**config.mk**
```make
export PLATFORM = sky130hd
export DESIGN_NAME = map_tile_writer
export DESIGN_NICKNAME = d
export VERILOG_FILES = /design/src/rtl/map_tile_writer.sv
export SDC_FILE = /design/constraint.sdc
export NUM_CORES = 1
export LEC_CHECK = 0
export BUFFER_PORTS_ARGS = -buffer_cell sky130_fd_sc_hd__buf_4
export CORE_ASPECT_RATIO = 1.5
export CORE_MARGIN = 10
export CORE_UTILIZATION = 51
export DETAILED_ROUTE_END_ITERATION = 8
export PLACE_DENSITY = 0.81
export SLEW_MARGIN = 20
export SYNTH_ARGS = -nofsm -noshare
export SYNTH_HDL_FRONTEND = slang
export SYNTH_SLANG_ARGS = --single-unit
```
**constraint.sdc**
```tcl
create_clock -name clk -period 4.2 [get_ports clk]
set_clock_uncertainty 0.1 [all_clocks]
set_input_delay 0.63 -clock clk [delete_from_list [all_inputs] [get_ports clk]]
set_output_delay 0.63 -clock clk [all_outputs]
set_load 0.02 [all_outputs]
```
**src/rtl/map_tile_writer.sv**
```systemverilog
`default_nettype none
// ============================================================================
// Module      : map_tile_writer
// Description : Write side of the level map RAM. Queues head-bump events,
//               then read-modify-writes each bumped tile. A question block
//               becomes a used block, and a brick becomes sky. Each converted
//               tile produces one score pulse.
// Config      : BRICK_BREAK_EN - when defined, bricks are broken into sky.
//               When undefined, bricks are left untouched.
// Revision    : 1.0 - initial release
// ============================================================================
module map_tile_writer #(
    parameter int MAP_W      = 212,
    parameter int FIFO_DEPTH = 4,
    parameter int BRICK_ID   = 1,
    parameter int QBLOCK_ID  = 2,
    parameter int USED_ID    = 3,
    parameter int SKY_ID     = 63,
    parameter int Q_SCORE    = 50,
    parameter int B_SCORE    = 10
) (
    input  logic        clk,
    input  logic        rst,
    input  logic        bump_valid,
    input  logic [4:0]  bump_row,
    input  logic [7:0]  bump_col,
    output logic        bump_ready,
    output logic [11:0] map_addr,
    input  logic [5:0]  map_rd_data,
    output logic        map_we,
    output logic [5:0]  map_wr_data,
    output logic [15:0] score_add,
    output logic        score_vld,
    output logic        busy,
    output logic [7:0]  drop_cnt
);

    localparam int PTR_W = $clog2(FIFO_DEPTH);
    localparam int CNT_W = PTR_W + 1;
    localparam logic [CNT_W-1:0] FULL_CNT   = CNT_W'(FIFO_DEPTH);
    localparam logic [4:0]       ROW_LIMIT  = 5'd13;
    localparam logic [7:0]       COL_LIMIT  = 8'(MAP_W);
    localparam logic [11:0]      ROW_STRIDE = 12'(MAP_W);
    localparam logic [5:0]       BRICK_T    = 6'(BRICK_ID);
    localparam logic [5:0]       QBLOCK_T   = 6'(QBLOCK_ID);
    localparam logic [5:0]       USED_T     = 6'(USED_ID);
    localparam logic [5:0]       SKY_T      = 6'(SKY_ID);
    localparam logic [15:0]      Q_PTS      = 16'(Q_SCORE);
    localparam logic [15:0]      B_PTS      = 16'(B_SCORE);
`ifdef BRICK_BREAK_EN
    localparam logic BRICK_EN = 1'b1;
`else
    localparam logic BRICK_EN = 1'b0;
`endif

    typedef enum logic [2:0] {
        S_IDLE   = 3'd0,
        S_ADDR   = 3'd1,
        S_WAIT   = 3'd2,
        S_DECIDE = 3'd3,
        S_WRITE  = 3'd4
    } state_t;

    state_t state, state_next;

    // Event FIFO: {row, col} per entry
    logic [12:0]      fifo_mem [FIFO_DEPTH];
    logic [PTR_W-1:0] wr_ptr, rd_ptr;
    logic [CNT_W-1:0] count;

    logic        in_range, full, empty, pop, push, drop;
    logic [12:0] head;
    logic [11:0] head_addr;
    logic        write_hit;
    logic [5:0]  wr_data_next;
    logic [15:0] score_next;

    assign in_range = (bump_row < ROW_LIMIT) && (bump_col < COL_LIMIT);
    assign full     = (count == FULL_CNT);
    assign empty    = (count == '0);
    assign pop      = (state == S_IDLE) && !empty;
    // A pop in the same cycle frees a slot, so a full FIFO still accepts.
    assign bump_ready = !full || pop;
    assign push     = bump_valid && bump_ready && in_range;
    assign drop     = bump_valid && (!bump_ready || !in_range);
    assign busy     = (state != S_IDLE) || !empty;

    assign head      = fifo_mem[rd_ptr];
    assign head_addr = ROW_STRIDE * {7'd0, head[12:8]} + {4'd0, head[7:0]};

    // FIFO storage; contents need no reset because count gates validity
    always_ff @(posedge clk) begin
        if (push) begin
            fifo_mem[wr_ptr] <= {bump_row, bump_col};
        end
    end

    // FIFO pointers and occupancy
    always_ff @(posedge clk or negedge rst) begin
        if (!rst) begin
            wr_ptr <= '0;
            rd_ptr <= '0;
            count  <= '0;
        end else begin
            if (push) wr_ptr <= wr_ptr + PTR_W'(1);
            if (pop)  rd_ptr <= rd_ptr + PTR_W'(1);
            case ({push, pop})
                2'b10:   count <= count + CNT_W'(1);
                2'b01:   count <= count - CNT_W'(1);
                default: count <= count;
            endcase
        end
    end

    // Saturating count of events discarded (FIFO full or off-map)
    always_ff @(posedge clk or negedge rst) begin
        if (!rst) begin
            drop_cnt <= '0;
        end else if (drop && (drop_cnt != 8'hFF)) begin
            drop_cnt <= drop_cnt + 8'd1;
        end
    end

    // FSM state register
    always_ff @(posedge clk or negedge rst) begin
        if (!rst) state <= S_IDLE;
        else      state <= state_next;
    end

    // Next-state logic and tile conversion decision
    always_comb begin
        state_next   = state;
        write_hit    = 1'b0;
        wr_data_next = '0;
        score_next   = '0;
        case (state)
            S_IDLE:   if (!empty) state_next = S_ADDR;
            S_ADDR:   state_next = S_WAIT;
            S_WAIT:   state_next = S_DECIDE;
            S_DECIDE: begin
                state_next = S_IDLE;
                if (map_rd_data == QBLOCK_T) begin
                    write_hit    = 1'b1;
                    wr_data_next = USED_T;
                    score_next   = Q_PTS;
                end else if (BRICK_EN && (map_rd_data == BRICK_T)) begin
                    write_hit    = 1'b1;
                    wr_data_next = SKY_T;
                    score_next   = B_PTS;
                end
                if (write_hit) state_next = S_WRITE;
            end
            S_WRITE:  state_next = S_IDLE;
            default:  state_next = S_IDLE;
        endcase
    end

    // Registered RAM port and score outputs; write lasts exactly the WRITE cycle
    always_ff @(posedge clk or negedge rst) begin
        if (!rst) begin
            map_addr    <= '0;
            map_we      <= 1'b0;
            map_wr_data <= '0;
            score_add   <= '0;
            score_vld   <= 1'b0;
        end else begin
            if (pop) map_addr <= head_addr;
            map_we    <= write_hit;
            score_vld <= write_hit;
            score_add <= score_next;
            if (write_hit) map_wr_data <= wr_data_next;
        end
    end

endmodule
`default_nettype wire

```
==> flow_summary.json <==
{
  "hold_ws_ns": 0.139,
  "num_antenna_cells": 0,
  "antenna_found_initial": 0,
  "drive_gt1_share_pct": 25.3,
  "overflow": 0,
  "finalMaxSlewViolations": 0,
  "syn_area_mm2": 0.00425,
  "nFillCells": 627,
  "worstPathCellList": "mux4_2 -> ha_1 -> inv_1 -> fa_1 -> inv_1 -> ha_1 -> ha_2 -> xor2_1 -> ha_1 -> inv_1 -> o221a_2 -> a211oi_1 -> xnor2_1 -> o21ai_1",
  "drcViolationCount": 0,
  "fmax_mhz": 255,
  "cp.arrival_ns": 4.01,
  "synthArstFlopShare_pct": 38.1,
  "wire_per_inst_um": 16.4,
  "die_h_um": 132,
  "report.final.setup_viol": 0,
  "reg2reg_from": "rd_ptr[0]",
  "criticalPathCategory": "register to register",
  "finalHoldViolations": 0,
  "die_area_mm2": 0.0125,
  "htreeDepth": 3,
  "cts_buffers": 9,
  "dr.pass1.iters": 4,
  "rows": 40,
  "die_w_um": 94.6,
  "synth_seq_cells": 84,
  "utilization_pct": 61.0,
  "synth_warnings": 0,
  "r2r_end": "map_addr[11]",
  "dp_hpwl_um": 5890,
  "register_area_mm2": 0.00236,
  "cp_max_fo": 6,
  "slowest_stage": "mux4_2",
  "ys_seq_area_share_pct": 55.5,
  "netlist_instances": 314,
  "reg2reg_depth": 14,
  "startpoint_type": "register",
  "root_buffer": "clkbuf_16",
  "synth_top_cell_area_share_pct": 36.7,
  "synth.avg_cell_area_um2": 13.5,
  "ys_types": 49,
  "critPathMaxStageDelay_ns": 0.57,
  "cp_data_required_time_ns": 4.29,
  "cts_sinks": 84,
  "initial_utilization_pct": 52.8,
  "grt_pass1_wl_um": 12900,
  "hp-class": "primary input to asynchronous set/reset pin",
  "yosys.cell_count.top_type": "edfxtp_1",
  "nNetsFinal": 422,
  "postCtsHoldBufs": 0,
  "synth_flop_cell": "edfxtp_1",
  "setup-tns-final_ns": 0,
  "status": "finished clean",
  "clock_latency_ns": 0.33,
  "gp_congestion": 0.904,
  "rsz0062_at_grt": "false",
  "grt_pass1_vias": 2564,
  "ios": 68,
  "drtIter0Drc": 91,
  "worst_slew_pin_slew_ns": 0.617,
  "reg2reg_slack_ns": 0.27,
  "clk_path_buf_depth": 2,
  "portBuffers": 50,
  "period_needed_ns": 3.93,
  "core_area_mm2": 0.00806,
  "synth_edf_count": 52,
  "grt_max_degree": 33,
  "cts_tree": "built",
  "grtUsageTotal_pct": 13.2,
  "end_kind": "register",
  "drv_cap": 0,
  "post_cts.repair.setup_buffers": 0,
  "cts_resized": 0,
  "cts.clk_slew.worst_paths_ns": 0.06,
  "vias": 2469,
  "wl_um": 7820,
  "relSlewSlack_pct": 58.8,
  "via_per_inst": 5.19,
  "antenna_left": 0,
  "multi_input_area_mm2": 0.00168,
  "synth.top_cells.by_area": "edfxtp_1, dfrtp_1, ha_1",
  "fin_crit_sh_pct": 93.5,
  "syn_to_final_growth_pct": 15.5,
  "synth_top_area_cell": "edfxtp_1",
  "synth_commonest_cells": "edfxtp_1, dfrtp_1, ha_1, nand2_1, inv_1"
}
[cell type report]
type | instances | share of cell area (%)
repair buffers | 52 | 7.95
flip-flops and latches | 84 | 48.1
clock inverters | 3 | 0.357
multi-input cells | 195 | 34.2
clock buffers | 13 | 4.89
well taps | 105 | 2.67
inverters | 24 | 1.83
[state kept, by name, indices dropped and copies added, names as in the netlist]
register,flops
map_addr,12
state,3
count,3
score_add,1
fifo_mem,52
wr_ptr,2
map_wr_data,1
rd_ptr,2
drop_cnt,8
[metal layers]
metal / track usage (%) / routed length [µm] / vias to the layer above
li1: - / - / 1200
met1: 13.8 / 2960 / 1207
met2: 23.8 / 4320 / 54
met3: 4.05 / 447 / 8
met4: 4.51 / 93 / 0
met5: 0 / 0 / -
[stage by stage]
stage	setup WS (ns)	instances	cell area, µm²
global placement	0.219	460	4650
detailed placement	0.0879	460	4650
CTS	0.0807	476	4910
finish	0.274	476	4910
floorplan	0.0862	330	4320
global route	0.00347	476	4910
[logic make-up after synthesis]
family | after synthesis | share of synthesized area (%)
and+or+nand+nor | 63 | 8.21
buffers and inverters | 51 | 6.47
muxes | 16 | 7.65
AOI/OAI and AO/OA | 39 | 6.00
DFF | 84 | 55.5
adders and majority gates | 34 | 10.7
xor gates and xnor gates | 26 | 5.35
other | 1 | 0.0882
[how the worst max path moves through the flow]
stage / start / end / slack, ns / cells after the start
5_1_grt: rd_ptr[0] / map_addr[11] / 0.003 / 14
2_1_floorplan: rd_ptr[0] / map_addr[11] / 0.09 / 16
4_1_cts: rd_ptr[0] / map_addr[11] / 0.08 / 14
3_3_place_gp: rd_ptr[0] / map_addr[11] / 0.22 / 14
6_report: rd_ptr[0] / map_addr[11] / 0.27 / 14
3_5_place_dp: rd_ptr[0] / map_addr[11] / 0.09 / 14
[placed cells by master (no fill, tap or decap), types with 2 or more instances in the layout]
cell type	netlist	routed
edfxtp_1	52	52
buf_4	22	52
dfrtp_1	32	31
ha_1	30	29
nand2_1	25	25
inv_1	24	24
xnor2_1	18	18
conb_1	1	17
o21ai_0	16	16
mux4_2	13	13
clkbuf_16	0	9
xor2_1	8	8
nor2_1	5	5
nor3_1	4	4
and3_2	4	4
a211oi_1	4	4
a21oi_1	4	4
fa_1	4	4
clkbuf_1	4	4
o21a_1	3	3
nand3_1	3	3
nand4_1	3	3
or3_1	3	3
o211ai_1	2	2
nor4_1	2	2
and3_1	2	2
mux2_2	2	2
a21o_1	2	2
clkinv_2	0	2
[worst max-delay path: cells and delay by family (launching register included)]
| kind | cells | cell delay, ns |
|---|---|---|
| XOR/XNOR | 2 | 0.33 |
| AO/OA/AOI/OAI | 3 | 0.61 |
| adder cells (fa/ha/maj) | 5 | 1.54 |
| buffers and inverters | 3 | 0.20 |
| multiplexers | 1 | 0.57 |
| flip-flops | 1 | 0.44 |
Power is left out: the tool's default activity adds up to more than one toggle a clock period on the data nets, which glitch-free logic cannot reach.
